$ cat src/rtl/riscv_tests_monitor.sv
// ============================================================================
// Module      : riscv_tests_monitor
// Description : Watches the mem(r)-stage jump stream and gp (x3) to report
//               riscv-tests pass/fail/timeout with saturating tallies.
// Revision    : 1.0 - initial release
// ============================================================================
`default_nettype none

module riscv_tests_monitor #(
  parameter int                    DATA_WIDTH     = 32,
  parameter logic [DATA_WIDTH-1:0] END_PC         = 32'h0000_003C,
  parameter int                    SETTLE_CYCLES  = 10,
  parameter int                    TIMEOUT_CYCLES = 1000000,
  parameter int                    CNT_WIDTH      = 16
) (
  input  logic                  clk,
  input  logic                  rst_n,
  input  logic                  start,
  input  logic                  clr_cnt,
  input  logic                  jmp_do,
  input  logic [DATA_WIDTH-1:0] jmp_pc,
  input  logic [DATA_WIDTH-1:0] gp_v,
  output logic                  busy,
  output logic                  done,
  output logic                  pass,
  output logic                  timeout,
  output logic [DATA_WIDTH-2:0] fail_id,
  output logic [CNT_WIDTH-1:0]  pass_cnt,
  output logic [CNT_WIDTH-1:0]  fail_cnt
);

  localparam int TW = $clog2(TIMEOUT_CYCLES + 1);
  localparam int SW = $clog2(SETTLE_CYCLES + 1);

  localparam logic [TW-1:0] c_timer_last  = TW'(TIMEOUT_CYCLES - 1);
  localparam logic [SW-1:0] c_settle_init = SW'(SETTLE_CYCLES - 1);

  typedef enum logic [1:0] {
    S_IDLE   = 2'd0,
    S_RUN    = 2'd1,
    S_SETTLE = 2'd2,
    S_REPORT = 2'd3
  } state_t;

  state_t                  r_state;
  state_t                  w_state_nxt;
  logic                    w_end_jump;
  logic                    w_arm;
  logic                    w_expire;
  logic                    w_sample;
  logic [TW-1:0]           r_timer;
  logic [SW-1:0]           r_settle;
  logic                    r_pass;
  logic                    r_timeout;
  logic [DATA_WIDTH-2:0]   r_fail_id;
  logic [CNT_WIDTH-1:0]    r_pass_cnt;
  logic [CNT_WIDTH-1:0]    r_fail_cnt;

  assign w_end_jump = jmp_do && (jmp_pc == END_PC);

  always_ff @(posedge clk or negedge rst_n) begin
    if (!rst_n) begin
      r_state <= S_IDLE;
    end else begin
      r_state <= w_state_nxt;
    end
  end

  // START restarts a run from any state; it outranks jump and timeout.
  always_comb begin
    w_state_nxt = r_state;
    done        = 1'b0;
    w_arm       = 1'b0;
    w_expire    = 1'b0;
    w_sample    = 1'b0;
    case (r_state)
      S_IDLE: begin
        if (start) w_state_nxt = S_RUN;
      end
      S_RUN: begin
        if (start) begin
          w_state_nxt = S_RUN;
        end else if (w_end_jump) begin
          w_state_nxt = S_SETTLE;
          w_arm       = 1'b1;
        end else if (r_timer == c_timer_last) begin
          w_state_nxt = S_REPORT;
          w_expire    = 1'b1;
        end
      end
      S_SETTLE: begin
        if (start) begin
          w_state_nxt = S_RUN;
        end else if (r_settle == '0) begin
          w_state_nxt = S_REPORT;
          w_sample    = 1'b1;
        end
      end
      S_REPORT: begin
        done        = 1'b1;
        w_state_nxt = start ? S_RUN : S_IDLE;
      end
      default: w_state_nxt = S_IDLE;
    endcase
  end

  always_ff @(posedge clk or negedge rst_n) begin
    if (!rst_n) begin
      r_timer    <= '0;
      r_settle   <= '0;
      r_pass     <= 1'b0;
      r_timeout  <= 1'b0;
      r_fail_id  <= '0;
      r_pass_cnt <= '0;
      r_fail_cnt <= '0;
    end else begin
      if (start) begin
        r_timer   <= '0;
        r_pass    <= 1'b0;
        r_timeout <= 1'b0;
        r_fail_id <= '0;
      end else begin
        if (r_state == S_RUN) r_timer <= r_timer + 1'b1;
        if (w_arm) begin
          r_settle <= c_settle_init;
        end else if (r_state == S_SETTLE && r_settle != '0) begin
          r_settle <= r_settle - 1'b1;
        end
        if (w_expire) begin
          r_timeout <= 1'b1;
          r_pass    <= 1'b0;
        end
        if (w_sample) begin
          r_pass    <= (gp_v == DATA_WIDTH'(1));
          r_fail_id <= (gp_v == DATA_WIDTH'(1)) ? '0 : gp_v[DATA_WIDTH-1:1];
        end
      end

      // An aborted report still pulses DONE but is not tallied.
      if (clr_cnt) begin
        r_pass_cnt <= '0;
        r_fail_cnt <= '0;
      end else if (r_state == S_REPORT && !start) begin
        if (r_pass) begin
          if (r_pass_cnt != '1) r_pass_cnt <= r_pass_cnt + 1'b1;
        end else begin
          if (r_fail_cnt != '1) r_fail_cnt <= r_fail_cnt + 1'b1;
        end
      end
    end
  end

  assign busy     = (r_state != S_IDLE);
  assign pass     = r_pass;
  assign timeout  = r_timeout;
  assign fail_id  = r_fail_id;
  assign pass_cnt = r_pass_cnt;
  assign fail_cnt = r_fail_cnt;

endmodule

`default_nettype wire

$ cat config.mk
export PLATFORM = sky130hd
export DESIGN_NAME = riscv_tests_monitor
export DESIGN_NICKNAME = d
export VERILOG_FILES = /design/src/rtl/riscv_tests_monitor.sv
export SDC_FILE = /design/constraint.sdc
export NUM_CORES = 1
export LEC_CHECK = 0
export CORE_ASPECT_RATIO = 2
export CORE_MARGIN = 2
export CORE_UTILIZATION = 48
export DETAILED_ROUTE_END_ITERATION = 16
export PLACE_DENSITY = 0.8
export RECOVER_POWER = 100
export SLEW_MARGIN = 30
export SYNTH_ARGS = -nofsm -noshare
export SYNTH_HDL_FRONTEND = slang
export SYNTH_SLANG_ARGS = --single-unit
$ cat constraint.sdc
create_clock -name clk -period 2.5 [get_ports clk]
set_input_delay 0.5 -clock clk [delete_from_list [all_inputs] [get_ports clk]]
set_output_delay 0.5 -clock clk [all_outputs]
set_load 0.1 [all_outputs]
Yosys cells after proc, flatten, opt, wreduce, memory -nomap -nowiden
Cells that the tools add are included.
{"block": "totals", "regBits": 91, "mem_bits_rw": 0, "word_cells": 85, "n_memories": 0, "latchBits": 0, "out_inout_bits": 67, "mem_bits_ro": 0}
{"block": "op_classes", "n_eq_ne": 12, "multipliers": 0, "n_mux": 39, "bitwise_logic": 1, "div": 0, "add_sub_neg": 4, "n_lt_le_gt_ge": 0, "shifts": 0, "reduce_logical": 21}
{"operator": "16-bit 2-to-1 mux", "n": 8}
{"operator": "31-bit 2-to-1 mux", "n": 3}
{"operator": "20-bit 2-to-1 mux", "n": 2}
{"operator": "16-bit by 1-bit adder with 16-bit output, second input constant", "n": 2}
{"operator": "32-bit by 1-bit equality test with 1-bit output, second input constant", "n": 1}
{"operator": "32-bit by 6-bit equality test with 1-bit output, second input constant", "n": 1}
{"operator": "16-bit inequality test, second input constant", "n": 2}
{"operator": "20-bit by 1-bit adder with 20-bit output, second input constant", "n": 1}
{"operator": "20-bit equality test, second input constant", "n": 1}
{"operator": "2-bit nonzero test", "n": 9}
{"operator": "1-bit 2-to-1 mux", "n": 17}
{"operator": "2-bit 2-to-1 mux", "n": 6}
{"operator": "3-bit AND reduction", "n": 3}
{"operator": "4-bit 2-to-1 mux", "n": 2}
{"operator": "2-bit case mux with 4 select lines", "n": 1}
{"operator": "2-bit equality test, second input constant", "n": 2}
{"operator": "4-bit logical NOT", "n": 1}
{"operator": "2-bit inequality test, second input constant", "n": 2}
{"operator": "4-bit inequality test, second input constant", "n": 1}
{"operator": "4-bit nonzero test", "n": 1}
{"operator": "4-bit by 1-bit subtractor with 4-bit output, second input constant", "n": 1}
{"operator": "1-bit logical AND", "n": 3}
{"operator": "3-bit inequality test, second input constant", "n": 1}
{"operator": "3-bit nonzero test", "n": 1}
{"operator": "5 further kinds", "n": 5}

Logic depth before layout (Yosys ltp)
{"block": "depth", "depth_word": 8, "ltp_mapped": 8}

Least setup slack after synthesis
Ideal clock, no wire load.
{"block": "synth_timing", "kind": "register to register", "from": "register r_pass_cnt[3] (netlist: pass_cnt[3])", "to": "register r_pass_cnt[13] (netlist: pass_cnt[13])", "arrival_time_ns": 2.316, "stages_incl_launch_ff": 7, "setup_ns": 0.128, "synth_period_minus_slack_ns": 2.444, "path_buffers": 1, "setup_slack_ns": 0.056, "path_cell_list": "dfrtp_1 and4_4 and4_4 buf_6 a211oi_4 nor3b_2 mux2_1"}
{"block": "synth_between", "elab_chain_cells": 5}
{"element": "from (decl)", "line": "56", "rtl": "logic [CNT_WIDTH-1:0] r_pass_cnt;"}
{"element": "from (signal assigned)", "line": "145", "rtl": "if (r_pass_cnt != '1) r_pass_cnt <= r_pass_cnt + 1'b1;"}
{"element": "16-bit by 1-bit adder with 16-bit output", "line": "145"}
{"element": "16-bit 2-to-1 mux", "line": "145"}
{"element": "16-bit 2-to-1 mux", "line": "144", "rtl": "if (r_pass) begin"}
{"element": "16-bit 2-to-1 mux", "line": "143", "rtl": "end else if (r_state == S_REPORT && !start) begin"}
{"element": "16-bit 2-to-1 mux", "line": "140", "rtl": "if (clr_cnt) begin"}
Parallel ways exist; a longest one is shown, timed or not. The select of a mux whose other input is x is not followed.
A chain may end at the register's enable or synchronous reset.

Final worst setup path
{"block": "layout_timing", "from": "input start", "to": "register r_pass_cnt[9] (netlist: pass_cnt[9])"}
{"block": "layout_between", "elab_chain_cells": 4}
{"element": "from (decl)", "line": "18", "rtl": "input logic start,"}
{"element": "1-bit logical NOT", "line": "143"}
{"element": "1-bit logical AND", "line": "143"}
{"element": "2-bit nonzero test (no source line)"}
{"element": "3-bit AND reduction (no source line)"}
No other way between the ends.

==> results <==
[cells in the final DEF (no fill, tap or decap), types with 14 or more instances in the layout]
cell type,Yosys,routed
clkbuf_1,12,58
clkdlybuf4s50_1,0,65
dfrtp_1,91,91
nand2_1,78,78
nand3_1,46,46
nand4_1,18,18
nor2_1,59,58
nor3_1,16,16
nor4_1,13,14
xnor2_1,21,21
xor2_1,20,20
[through the flow]
| step | hold slack, ns | setup slack (ns) | instance area, µm² | util (%) | instances |
|---|---|---|---|---|---|
| 2_1_floorplan | 0.204 | 0.0563 | 4570 | - | 489 |
| 3_3_place_gp | 0.453 | 0.320 | 5890 | 63.2 | 717 |
| 3_5_place_dp | 0.460 | 0.218 | 5890 | 63.2 | 717 |
| 4_1_cts | 0.0934 | 0.254 | 6190 | 66.4 | 733 |
| 5_1_grt | 0.538 | 0.220 | 5900 | 63.3 | 733 |
| 6_report | 0.513 | 0.261 | 5900 | 63.3 | 733 |
[power by group through the flow]
| stage | sequential, µW | combinational, µW | clock (µW) |
|---|---|---|---|
| finish | 1490 | 210 | 1360 |
| global placement | 1510 | 210 | 0 |
| global route | 1490 | 232 | 1440 |
| CTS | 1490 | 215 | 1390 |
| detailed placement | 1520 | 215 | 0 |
| floorplan | 1510 | 48.0 | 0 |
[Yosys cell counts (5+ instances only)]
| library cell | instances | area share, % |
|---|---|---|
| nor3_1 | 16 | 1.8 |
| nand2b_1 | 5 | 0.68 |
| dfrtp_1 | 91 | 50 |
| and4_1 | 5 | 0.96 |
| and2_1 | 5 | 0.68 |
| a21oi_1 | 9 | 0.99 |
| nand3_1 | 46 | 5.0 |
| inv_1 | 10 | 0.82 |
| xnor2_1 | 21 | 4.0 |
| o21ai_0 | 7 | 0.77 |
| and3_1 | 7 | 0.96 |
| xor2_1 | 20 | 3.8 |
| nand4_1 | 18 | 2.5 |
| buf_2 | 5 | 0.55 |
| nand2_1 | 78 | 6.4 |
| nor2_1 | 59 | 4.8 |
| clkbuf_1 | 12 | 0.99 |
| nor4_1 | 13 | 1.8 |
[critical path: cells and delay by family]
family,cells,cell delay [ns]
AOI/OAI and AO/OA,1,0.57
xor gates and xnor gates,1,0.21
buffers and inverters,1,0.60
and+or+nand+nor,3,0.55
[flip-flops by register name, indices dropped and copies added, names as in the netlist]
register and cells:
fail_id 31, r_timer 20, fail_cnt 16, pass_cnt 16, r_settle 4, r_state 2, pass 1, timeout 1
[layout make-up]
class | count | area (µm²) | share of cell area (%)
Sequential cell | 91 | 2280 | 38.6
Multi-Input combinational cell | 366 | 2110 | 35.8
Timing Repair Buffer | 146 | 1040 | 17.6
Clock buffer | 10 | 229 | 3.88
Tap cell | 104 | 130 | 2.21
Clock inverter | 6 | 72.6 | 1.23
Inverter | 10 | 37.5 | 0.636
[metal layers]
layer  wire (µm)  vias to the layer above
li1            -                     1966
met1        4440                     1998
met2        6450                      162
met3         667                       31
met4         376                        0
met5           0                        -
[path summary, 6_finish.rpt]
check,start,to,depth (start not counted),slack (ns)
min in group asynchronous,rst_n,fail_id[10]$_DFFE_PN0P_,1,0.59
min reg2reg,fail_id[11]$_DFFE_PN0P_,fail_id[11]$_DFFE_PN0P_,2,0.51
max in group asynchronous,rst_n,pass_cnt[10]$_DFFE_PN0P_,2,0.81
min,fail_id[11]$_DFFE_PN0P_,fail_id[11]$_DFFE_PN0P_,2,0.51
max reg2reg,pass_cnt[3]$_DFFE_PN0P_,pass_cnt[9]$_DFFE_PN0P_,5,0.52
max,start,pass_cnt[9]$_DFFE_PN0P_,6,0.26
[cells by family after synthesis]
| family | count (synthesis) | synth area share [%] |
|---|---|---|
| adder cells (fa/ha/maj) | 4 | 1.10 |
| XOR/XNOR | 41 | 7.86 |
| AO/OA/AOI/OAI | 34 | 5.72 |
| multiplexers | 5 | 1.12 |
| flip-flops | 91 | 49.8 |
| AND/OR/NAND/NOR | 282 | 31.4 |
| buffers and inverters | 32 | 2.93 |
==> impl_metrics.json <==
{
  "grt-busiest-layer": "met2",
  "area_growth_pct": 29.1,
  "synth_edf_count": 0,
  "fmax_mhz": 447,
  "intPower_uw": 2380,
  "core_um2": 9320,
  "die_h_um": 142,
  "ios": 136,
  "nFillCells": 826,
  "worstSetupEndpointType": "register",
  "worstPathCellList": "dlygate4sd3_1 -> nand4b_4 -> or2_1 -> a2111oi_0 -> xnor2_1 -> nor2_1",
  "status": "finished with violations",
  "initial_core_util_pct": 49.0,
  "place_congestion": 0.941,
  "ys.warnings.count": 0,
  "powerDensity_nw_per_um2": 518,
  "drc_errors": 0,
  "cts_made_buffers": 9,
  "rows": 50,
  "p_comb_share_pct": 6.9,
  "post_cts_resized": 0,
  "vias_per_cell": 5.67,
  "hold_path_class": "reg -> reg",
  "track_usage_pct": 24.7,
  "critPathMaxFanout": 6,
  "synth_nets": 562,
  "avgSynthCellArea_um2": 9.34,
  "cts_setup_buffers": 0,
  "critical_path.slowest_cell": "dlygate4sd3_1",
  "hold_viol": 0,
  "required_ns": 2.72,
  "violations": "capacitance limit, slew limit",
  "n_antenna_cell": 0,
  "first_iter_violations": 157,
  "grt_pass1_wl_um": 20100,
  "worst_slew_pin_slew_ns": 1.68,
  "met2_usage_pct": 43.5,
  "maxSlewViolCount": 32,
  "portBuffers": 135,
  "fin_tns_setup_ns": 0,
  "drv_cap": 1,
  "drt_first_pass_iters": 6,
  "synth_ff_type": "dfrtp_1",
  "synthArstFlopShare_pct": 100,
  "p_leak_uw": 0.00256,
  "critPathMaxStageDelay_ns": 0.60,
  "synth_area_um2": 4570,
  "antenna_found_initial": 0,
  "clk_path_buf_depth": 2,
  "die_w_um": 73.0,
  "layout-drive-gt1-share_pct": 7.00,
  "dp_hpwl_um": 9270,
  "grt_pass1_vias": 4268,
  "yosysUniqueCellTypes": 50,
  "use_met1_pct": 27.6,
  "dieArea_um2": 10400,
  "syn_inst": 489,
  "synth-seq-cells": 91,
  "cts.htree.levels": 3,
  "setup_viol": 0,
  "ant_nets": 0,
  "nets": 697,
  "cts_tree": "built",
  "ir_worst_vdd_mv": 0.365,
  "cts_sinks": 91,
  "grt_remaining_overflow": 0,
  "start_kind": "primary input",
  "slew_headroom_pct": -12.3,
  "finalCriticalPeriod_ns": 2.24,
  "grt_util_met3_pct": 5.03,
  "num_vias": 4157,
  "ys_seq_area_share_pct": 49.8,
  "p_total_uw": 3060,
  "finalWirelength_um": 11900,
  "postCtsHoldBufs": 0,
  "pwr-share-clk_pct": 44.4,
  "rsz0062_at_grt": "false",
  "seqPwrFrac_pct": 48.7,
  "clock_latency_ns": 0.34,
  "finalCritPeriodShare_pct": 89.5,
  "sw_frac_of_total_pct": 22.0,
  "critical_path_class": "in -> reg",
  "root_buffer": "clkbuf_16",
  "path_clk_slew_ns": 0.06,
  "cp.arrival_ns": 2.45,
  "fin_skew_ns": 0.00889,
  "p_switching_uw": 672,
  "post_drt_wl_per_cell_um": 16.3,
  "grt_start_max_net_pins": 41
}
Power figures use the tool's default switching activity.
